**src/rtl/fir3_pkg.sv**
```systemverilog
// Shared types and widths for the 3-lane FIR output path.
// Latency: none, declarations only.
// Backpressure: not applicable.
package fir3_pkg;

    localparam int LANES = 3;
    localparam int OUT_W = 16;
    localparam int ACC_W = 32;

    typedef logic signed [OUT_W-1:0] sample_t;
    typedef logic signed [ACC_W-1:0] acc_t;
    typedef sample_t                 block_t [LANES];

endpackage

```
**src/rtl/fir3_round_sat.sv**
```systemverilog
// Rounds one 32-bit FIR lane result by SHIFT (half up) and saturates it to 16 bits.
// Latency: combinational.
// Backpressure: none; the caller decides when the result is used.
module fir3_round_sat
    import fir3_pkg::*;
#(
    parameter int SHIFT = 15
) (
    input  logic signed [ACC_W-1:0] acc_in,
    output logic signed [OUT_W-1:0] sample_out,
    output logic                    clamped
);

    localparam acc_t HALF  = acc_t'(32'd1 << (SHIFT - 1));
    localparam acc_t MAX_S = acc_t'((2 ** (OUT_W - 1)) - 1);
    localparam acc_t MIN_S = -acc_t'(2 ** (OUT_W - 1));

    // The rounding add wraps in 32 bits on purpose: this matches the FIR's own accumulator width.
    acc_t sum;
    acc_t shr;

    assign sum = acc_in + HALF;
    assign shr = sum >>> SHIFT;

    // Clamp to the signed 16-bit range and flag any sample that had to be clamped.
    always_comb begin
        sample_out = shr[OUT_W-1:0];
        clamped    = 1'b0;
        if (shr > MAX_S) begin
            sample_out = MAX_S[OUT_W-1:0];
            clamped    = 1'b1;
        end else if (shr < MIN_S) begin
            sample_out = MIN_S[OUT_W-1:0];
            clamped    = 1'b1;
        end
    end

endmodule

```
**src/rtl/fir3_out_serializer.sv**
```systemverilog
// Captures 3-lane FIR blocks, rounds/saturates them, queues whole blocks and streams lane 0,1,2.
// Latency: start to first out_valid is 2 cycles when the block queue is empty.
// Backpressure: out_ready low holds out_data/out_valid; a block arriving while the queue is full is dropped and flagged.
module fir3_out_serializer
    import fir3_pkg::*;
#(
    parameter int DEPTH = 4,
    parameter int SHIFT = 15
) (
    input  logic                         clk,
    input  logic                         rst,
    input  logic                         start,
    input  logic signed [31:0]           y_in0,
    input  logic signed [31:0]           y_in1,
    input  logic signed [31:0]           y_in2,
    output logic signed [15:0]           out_data,
    output logic                         out_valid,
    input  logic                         out_ready,
    output logic [$clog2(DEPTH+1)-1:0]   level,
    output logic                         overflow,
    output logic                         sat,
    input  logic                         clr_flags
);

    localparam int LVL_W = $clog2(DEPTH + 1);
    localparam int PTR_W = $clog2(DEPTH);

    acc_t                 y_lane [LANES];
    block_t               r_blk;
    logic [LANES-1:0]     clamp;

    block_t               mem [DEPTH];
    logic                 start_d;
    logic [PTR_W-1:0]     wr_ptr;
    logic [PTR_W-1:0]     rd_ptr;
    logic [1:0]           lane;

    logic                 hs;
    logic                 pop;
    logic                 full;
    logic                 wr;
    logic                 drop;

    assign y_lane[0] = y_in0;
    assign y_lane[1] = y_in1;
    assign y_lane[2] = y_in2;

    for (genvar i = 0; i < LANES; i++) begin : g_lane
        fir3_round_sat #(.SHIFT(SHIFT)) u_round_sat (
            .acc_in     (y_lane[i]),
            .sample_out (r_blk[i]),
            .clamped    (clamp[i])
        );
    end

    // The final pop of a block frees its slot before the same-cycle capture is judged.
    assign hs   = out_valid & out_ready;
    assign pop  = hs & (lane == 2'd2);
    assign full = (level == LVL_W'(DEPTH)) & ~pop;
    assign wr   = start_d & ~full;
    assign drop = start_d & full;

    // Output comes straight from registered storage, so out_ready never reaches out_valid.
    assign out_valid = (level != '0);
    assign out_data  = out_valid ? mem[rd_ptr][lane] : '0;

    // Block storage: written in place, contents only meaningful where level says so.
    always_ff @(posedge clk) begin
        if (wr) begin
            mem[wr_ptr] <= r_blk;
        end
    end

    // Capture strobe, pointers, lane counter and occupancy.
    always_ff @(posedge clk or posedge rst) begin
        if (rst) begin
            start_d <= 1'b0;
            wr_ptr  <= '0;
            rd_ptr  <= '0;
            lane    <= 2'd0;
            level   <= '0;
        end else begin
            start_d <= start;
            if (wr) begin
                wr_ptr <= wr_ptr + PTR_W'(1);
            end
            if (hs) begin
                if (lane == 2'd2) begin
                    lane   <= 2'd0;
                    rd_ptr <= rd_ptr + PTR_W'(1);
                end else begin
                    lane <= lane + 2'd1;
                end
            end
            if (wr && !pop) begin
                level <= level + LVL_W'(1);
            end else if (!wr && pop) begin
                level <= level - LVL_W'(1);
            end
        end
    end

    // Sticky status flags; a clear wins over a same-cycle set.
    always_ff @(posedge clk or posedge rst) begin
        if (rst) begin
            overflow <= 1'b0;
            sat      <= 1'b0;
        end else if (clr_flags) begin
            overflow <= 1'b0;
            sat      <= 1'b0;
        end else begin
            if (drop) begin
                overflow <= 1'b1;
            end
            if (start_d && (|clamp)) begin
                sat <= 1'b1;
            end
        end
    end

endmodule

```
**config.mk**
```make
export PLATFORM = sky130hd
export DESIGN_NAME = fir3_out_serializer
export DESIGN_NICKNAME = d
export VERILOG_FILES = /design/src/rtl/fir3_pkg.sv /design/src/rtl/fir3_round_sat.sv /design/src/rtl/fir3_out_serializer.sv
export SDC_FILE = /design/constraint.sdc
export NUM_CORES = 1
export LEC_CHECK = 0
export CELL_PAD_IN_SITES_DETAIL_PLACEMENT = 1
export CELL_PAD_IN_SITES_GLOBAL_PLACEMENT = 1
export CORE_MARGIN = 10
export CORE_UTILIZATION = 50
export CTS_CLUSTER_SIZE = 16
export DETAILED_ROUTE_END_ITERATION = 6
export HOLD_SLACK_MARGIN = 0.08
export PLACE_DENSITY = 0.87
export SETUP_SLACK_MARGIN = 0.1
export SYNTH_ARGS = -nofsm -noshare
export SYNTH_HDL_FRONTEND = slang
export SYNTH_SLANG_ARGS = --single-unit
```
**constraint.sdc**
```tcl
create_clock -name clk -period 5.5 [get_ports clk]
set_input_delay 1.1 -clock clk [delete_from_list [all_inputs] [get_ports clk]]
set_output_delay 1.1 -clock clk [all_outputs]
set_load 0.01 [all_outputs]
```
Word-level counts from Yosys, hierarchy flattened --
Memories as Yosys holds them, arrays and structs flattened. Cells that the tools add are included.
Storage, ports and cells: register bits 12, bits in writable memories 192, output and inout bits 22, logic and storage cells 69, memories 1
Operators by class: add/subtract/negate cells 8, order comparisons 7, equality and inequality tests 2, muxes and demuxes 25, bitwise logic cells 8, reduce and logical (&&, ||, !) cells 11
Memory list:
- mem | depth 4, width 48, rd ports 1, clocked after Yosys merged registers in 0, wr ports 1, RTL line fir3_out_serializer.sv:32 | block_t mem [DEPTH];
Operator list (number):
- $mux W16 | 9
- $add A32 B16 Y32 const B | 3
- $gt A17 B16 Y1 const B | 3
- $lt A17 B16 Y1 const B | 3
- $bmux W16 S2 | 1
- $mux W1 | 12
- $add A2 B1 Y2 const B | 3
- $mux W3 | 2
- $reduce_bool A2 Y1 | 3
- $and A1 B1 Y1 | 5
- $add A3 B1 Y3 const B | 1
- $eq A3 B3 Y1 const B | 1
- $ge A3 B3 Y1 const B | 1
- $logic_and A1 B1 Y1 | 3
- $not A2 Y3 | 1
- $reduce_bool A3 Y1 | 1
- $reduce_or A3 Y1 | 1
- $sub A3 B1 Y3 const B | 1
- $eq A2 B2 Y1 const B | 1
- $logic_not A1 Y1 | 2
- $mux W2 | 1
- $not A1 Y1 | 2
- $reduce_and A2 Y1 | 1

Depth between registers and ports, before layout --
Gate-level depths: netlist (run 1).
depth in word-level cells 11, gate-level depth with buffers 10

Hierarchy --
A second synthesis (run 1) with hierarchy kept.
Second synthesis, totals: cells, all modules 582, area total of the unflattened synthesis 9611.7 um2
By module, submodules not included:
- fir3_out_serializer | times used 1, cells an instance 360, area an instance 7967.6 um2
- fir3_round_sat | times used 3, cells an instance 74, area an instance 548.0 um2

Worst setup path after synthesis (run 1) --
No wires, ideal clock.
path kind input to register, start point input port out_ready, end point memory mem[0][0] (netlist bit) (enable), library setup time 0.410 ns, arrival 2.838 ns, required time 5.090 ns, slack 2.251 ns, stages 3, path buffers 0, cells stage by stage nand3b_1 > a31oi_1 > and2_1
Between the ends: longest elaborated chain between the ends 8
Ends and longest elaborated chain:
- from (decl) | RTL line fir3_out_serializer.sv:18 | input logic out_ready,
- $and A1 B1 Y1 | RTL line fir3_out_serializer.sv:57 | assign hs = out_valid & out_ready;
- $and A1 B1 Y1 | RTL line fir3_out_serializer.sv:58 | assign pop = hs & (lane == 2'd2);
- $not A1 Y1 | RTL line fir3_out_serializer.sv:59 | assign full = (level == LVL_W'(DEPTH)) & ~pop;
- $and A1 B1 Y1 | RTL line fir3_out_serializer.sv:59
- $not A1 Y1 | RTL line fir3_out_serializer.sv:60 | assign wr = start_d & ~full;
- $and A1 B1 Y1 | RTL line fir3_out_serializer.sv:60
- net wr | RTL line fir3_out_serializer.sv:41 | logic wr;
- $mux W1 | RTL line fir3_out_serializer.sv:69 | if (wr) begin
- $mux W1 (not written as such) | RTL line fir3_out_serializer.sv:70 | mem[wr_ptr] <= r_blk;
- to (decl) | RTL line fir3_out_serializer.sv:32
The timed path passes the listed nets, and every way through them passes these cells.

Final worst setup path (run 1) --
start point register rd_ptr[1], end point output port out_data[6]
Between the ends: longest elaborated chain between the ends 5
Ends and longest elaborated chain:
- from (decl) | RTL line fir3_out_serializer.sv:35 | logic [PTR_W-1:0] rd_ptr;
- from (signal assigned) | RTL line fir3_out_serializer.sv:90 | rd_ptr <= rd_ptr + PTR_W'(1);
- $mem_v2 Z4 W48
- $bmux W16 S2 | RTL line fir3_out_serializer.sv:65 | assign out_data = out_valid ? mem[rd_ptr][lane] : '0;
- $mux W16 (not written as such) (2 in a row) | RTL line fir3_out_serializer.sv:65
- $mux W16 | RTL line fir3_out_serializer.sv:65
- to (decl) | RTL line fir3_out_serializer.sv:16 | output logic signed [15:0] out_data,
No other way between the ends. The select of a mux whose other input is x is not followed.

==> out/qor.yml, run 1 <==
grt_max_degree: 51
synthAdderAreaFrac_pct: 1.29
cts_buffers: 22
dieArea_sq_um: 24500
antenna_found_initial: 0
htreeDepth: 1
critPathLaunchType: "flip-flop"
io-pin-count: 123
synthToLayoutAreaGrowth_pct: 19.1
min-delay-start: "overflow$_DFFE_PP0P_"
clk_latency_ps: 510
synth-seq-cells: 204
cts-root-buf: "clkbuf_16"
drtIter0Drc: 429
crit_type: "flip-flop to output port"
dpl.hpwl_microns: 16400
synth_cells: 601
yosys.area_share.simple_pct: 7.65
grt_setup_unrepaired: "false"
finalSetupViolations: 0
crit_required_ps: 4400
hold_viol: 0
synth_area_per_cell_sq_um: 15.5
avgViaCountPerCell: 6.09
crit_arrival_ps: 3410
end_kind: "output port"
yosysUniqueCellTypes: 45
reg2reg_to: "mem[0][14]$_DFFE_PP_"
postCtsHoldBufs: 0
r2r_setup_slack_ps: 1810
cts_sinks: 204
wl_per_cell_microns: 26.1
nFillCells: 1633
drv_cap: 0
syn-num-nets: 711
gr-usage-all-layers_pct: 19.7
first_global_vias: 6273
rows: 49
worst_slew_pin_slew_ps: 1340
grt_pass1_wl_microns: 37200
synth_compound_area_share_pct: 5.17
syn_area_sq_um: 9320
synth_xor_area_share_pct: 5.17
routabilityCongestion: 0.821
yosysSeqAreaShare_pct: 65.1
portBuffers: 80
leakage_nw: 3.66
finalCriticalPeriod_ps: 4510
antenna_left: 0
finalNonFillerCells: 926
synthMuxAreaShare_pct: 13.7
drive_gt1_share_pct: 14.9
cts_tree: "built"
post_cts_buffers: 0
drv_slew: 0
antennaDiodeCount: 0
yosysWarnings: 0
multi_input_area_sq_um: 3080
relSlewSlack_pct: 10.9
routed_wl_microns: 24200
async_flop_share_pct: 5.88
clk_pin_slew_ps: 60
synth_top_family_by_area: "multiplexers"
dr.pass1.iters: 5
peakVddDrop_uv: 261
min_path_cells: 2
finalCritPeriodShare_pct: 82.0
ys.flop_type: "edfxtp_1"
cp_max_fo: 30
r2r_start: "lane[1]$_DFFE_PP0P_"
hold_end: "overflow$_DFFE_PP0P_"
fin_nets: 793
synth_edf_count: 192
skew_ps: 14.0
final-seq-area_sq_um: 6070
status: "completed"
core-area_sq_um: 18100
start_util_pct: 51.4
vias: 5637
die_h_microns: 157
final_common_cell: "edfxtp_1"
max_freq_mhz: 222
overflow: 0
cts_resized: 0
min_path_type: "flip-flop to flip-flop"
reg2reg_depth: 4
tns_ps: 0
clockBufferDepth: 3
die_w_microns: 157
route.detailed.drc: 0
dp_cells: 888
powerDensity_nw_per_um2: 510
layout_common_cells: "edfxtp_1, clkdlybuf4s50_1, nor2_1"
## sequential cells by signal (all words and copies together) (netlist names)
name / cells
mem: 192
sat: 1
start_d: 1
wr_ptr: 2
rd_ptr: 2
overflow: 1
lane: 2
level: 3
## synth_stat cells, types with 2 or more instances
cell type | instances | area share (%)
a21oi_1 | 36 | 1.9
a31o_2 | 2 | 0.19
a31oi_1 | 2 | 0.13
and2_1 | 6 | 0.40
and3_1 | 11 | 0.74
and4_1 | 6 | 0.56
buf_1 | 4 | 0.16
buf_2 | 9 | 0.48
buf_4 | 2 | 0.16
clkbuf_1 | 14 | 0.56
dfrtp_1 | 12 | 3.2
edfxtp_1 | 192 | 62
ha_1 | 8 | 1.1
inv_1 | 15 | 0.60
mux2_2 | 2 | 0.24
mux2i_1 | 17 | 1.8
mux4_2 | 48 | 12
nand2_1 | 24 | 0.97
nand3_1 | 19 | 1.0
nand4_1 | 11 | 0.74
nor2_1 | 49 | 2.0
nor3_1 | 5 | 0.27
o21ai_0 | 8 | 0.43
o21ai_1 | 24 | 1.3
o311ai_1 | 2 | 0.19
xnor2_1 | 25 | 2.3
xor2_1 | 30 | 2.8
## how the worst max path moves through the flow
stage                                      from                    to  slack (ps)
after detailed placement              y_in1[17]  mem[2][24]$_DFFE_PP_        1460
after CTS                 rd_ptr[1]$_DFFE_PP0P_          out_data[11]         940
after floorplan                       out_ready   mem[0][0]$_DFFE_PP_        2250
after global placement                y_in1[16]  mem[2][27]$_DFFE_PP_        1610
after global routing      rd_ptr[1]$_DFFE_PP0P_          out_data[11]         910
final                     rd_ptr[1]$_DFFE_PP0P_           out_data[6]         990
## per-layer routing
metal / share of wire, % / global-route usage, % / vias to the layer above
li1: - / - / 2497
met1: 37 / 22.5 / 2900
met2: 54 / 36.8 / 190
met3: 5.4 / 2.71 / 50
met4: 3.1 / 7.01 / 0
met5: 0 / 0 / -
## worst max-delay path, stage by stage, from the launching register on
cell and delay (ps):
dfrtp_2 900, buf_4 460, mux4_2 400, mux2i_1 170, nor2_1 70, a21oi_1 250
nor2_1 70, clkdlybuf4s50_1 550
## power breakdown
group / switching (mW) / total (mW) / leakage [nW] / internal, mW
Sequential: 0.209 / 2.28 / 1.90 / 2.07
Clock: 0.582 / 1.53 / 0.358 / 0.945
Combinational: 0.986 / 1.85 / 1.40 / 0.869
Total: 1.78 / 5.67 / 3.66 / 3.89
## area by class of cell
type	instances	area share [%]
multi-input cells	353	27.7
clock buffers	26	5.28
clock inverters	12	1.44
repair buffers	87	7.80
flip-flops and latches	204	54.6
well taps	229	2.58
inverters	15	0.507
## per-stage QoR
stage	worst slack (ps)	utilization (%)	total power [mW]	cell area [sq um]	hold WS (ps)
floorplan	2250	-	3.35	9320	534
CTS	943	61.2	5.73	11100	534
finish	989	61.2	5.67	11100	548
global placement	1610	57.1	4.03	10400	485
global route	910	61.2	5.93	11100	588
detailed placement	1460	57.1	4.17	10400	519
## logic make-up after synthesis
logic type | after synthesis
adders and majority gates | 9
AOI/OAI and AO/OA | 83
DFF | 204
xor gates and xnor gates | 55
muxes | 67
buffers and inverters | 44
and+or+nand+nor | 139
Power figures use the tool's default switching activity.
==> inputs of run 2 (changes only) <==
Settings changed: CORE_UTILIZATION 50 to 42, PLACE_DENSITY 0.87 to 0.78.
Clock period 5.5 ns to 3.8 ns, I/O delays scaled along.
==> run 2 against run 1 <==
  * Hold slack got worse by 25 ps
  * Clock power increased by 22%
  * Via count decreased by 1.4%
  * Cell area increased by 0.99%
  * Non-clock buffer count increased by 11
  * Flip-flop and latch count unchanged
  * Combinational power increased by 61%
  * Critical endpoint is now out_data[14]
  * Largest power group unchanged
==> out/qor.yml, run 2 (synthesis gave the netlist of run 1 again) <==
design_area_sq_um: 11200  # +0.99%
die_h_microns: 169  # +7.9%
routabilityCongestion: 0.828  # +0.85%
cts_buffers: 21  # -4.5%
overflow: 0  # unchanged
min_path_cells: 2  # unchanged
critPathLaunchType: "flip-flop"
grt_pass1_wl_microns: 35800  # -3.7%
worst_slew_pin_slew_ps: 822  # -515 ps
grt_setup_unrepaired: "true"
portBuffers: 80  # unchanged
finalCriticalPeriod_ps: 3620
htreeDepth: 1  # unchanged
crit_start: "rd_ptr[0]$_DFFE_PP0P_"
drv_cap: 0  # unchanged
antenna_left: 0  # unchanged
tns_ps: 0  # unchanged
dpl_cell_area_sq_um: 10600  # +2.0%
synthToLayoutAreaGrowth_pct: 20.3
peakVddDrop_uv: 344  # +32%
cts-root-buf: "clkbuf_16"
cts_sinks: 204  # unchanged
final_common_cell: "edfxtp_1"
reg2reg_depth: 9  # +5
top_register: "mem"
finalSetupViolations: 0  # unchanged
start_util_pct: 42.7  # -8.7 points
die_w_microns: 169  # +7.9%
rows: 54  # +10%
leakage_nw: 3.68  # +0.56%
powerDensity_nw_per_um2: 715  # +40%
end_kind: "output port"
crit_type: "flip-flop to output port"
clockBufferDepth: 3  # unchanged
clk_latency_ps: 500  # about the same
layout_common_cells: "edfxtp_1, clkdlybuf4s50_1, nor2_1"
drtIter0Drc: 316  # -26%
min_path_type: "flip-flop to flip-flop"
dieArea_sq_um: 28500  # +17%
status: "completed"
fin_nets: 803  # +1.3%
gr-usage-all-layers_pct: 16.0  # -3.7 points
drv_slew: 0  # unchanged
clk_pin_slew_ps: 60  # about the same
max_freq_mhz: 276
cts_tree: "built"
io-pin-count: 123  # unchanged
drive_gt1_share_pct: 15.7  # +0.80 points
skew_ps: 14.3  # +0.251 ps
routed_wl_microns: 23400  # -3.1%
dpl.hpwl_microns: 15700  # -4.3%
wl_per_cell_microns: 23.8  # -9.0%
crit_arrival_ps: 2860  # -550 ps
relSlewSlack_pct: 44.8  # +34 points
min-delay-start: "overflow$_DFFE_PP0P_"
r2r_start: "lane[1]$_DFFE_PP0P_"
dr.pass1.iters: 4  # -1
crit_required_ps: 3040  # -1360 ps
antenna_found_initial: 0  # unchanged
grt_max_degree: 50  # -2.0%
core-area_sq_um: 21800  # +20%
avgViaCountPerCell: 5.64  # -7.4%
postCtsHoldBufs: 0  # unchanged
first_global_vias: 6150  # -2.0%
top_regs: "mem: 192 flops, level: 3 flops"
vias: 5560  # -1.4%
antennaDiodeCount: 0  # unchanged
largest_reg_flops: 192  # unchanged
cp_max_fo: 6  # -80%
hold_viol: 0  # unchanged
finalCritPeriodShare_pct: 95.3
route.detailed.drc: 0  # unchanged
-- run 2: path summary, 6_finish.rpt --
kind	end	slack (ps)
setup reg to reg	level[2]$_DFFE_PP0P_	1040
hold / removal	overflow$_DFFE_PP0P_	520
setup / recovery	out_data[14]	180
min in group asynchronous	overflow$_DFFE_PP0P_	610
max in group asynchronous	rd_ptr[0]$_DFFE_PP0P_	2780
hold reg to reg	overflow$_DFFE_PP0P_	520
-- run 2: metrics by stage --
step | hold WS (ps) | cells | setup slack [ps] | power, mW | util, %
floorplan | 534 | 601 | 891 | 4.84 | -
global placement | 489 | 947 | 587 | 5.98 | 48.4
detailed placement | 508 | 947 | 329 | 6.14 | 48.4
CTS | 524 | 985 | 148 | 8.08 | 51.3
global route | 567 | 986 | 94.8 | 8.40 | 51.4
finish | 523 | 986 | 180 | 8.02 | 51.4
-- run 2: repair_timing --
action	4_1_cts	5_1_grt
resized for setup	1	3
gates cloned	0	0
setup endpoints to repair	10	7
buffers inserted	2	1
pin swaps	0	0
-- run 2: layer usage --
metal	GRT usage, %	routed length (microns)	up-vias
met2	29.4	12500	113
met4	3.48	322	0
met5	0	0	-
met3	2.69	1060	25
li1	-	-	2521
met1	19.2	9550	2901
-- run 2: cell type report --
type / instances / area (sq um)
Clock buffer: 25 / 541
Clock inverter: 11 / 70.1
Fill cell: 2102 / 10600
Inverter: 15 / 56.3
Multi-Input combinational cell: 353 / 3090
Sequential cell: 204 / 6070
Tap cell: 280 / 350
Timing Repair Buffer: 98 / 1040
-- run 2: where the power goes --
part	total [mW]	internal, mW	switching, mW
registers	3.18	3.00	0.178
logic	2.97	1.39	1.58
clock network	1.87	1.07	0.797
-- run 2: worst max-delay path, cell delays in order (launching register included) --
cell and delay, ps:
dfrtp_4 520, buf_4 160, mux4_2 560, mux2i_2 230, nor2_1 70, a21oi_1 230
nor2_1 80, clkdlybuf4s50_1 490
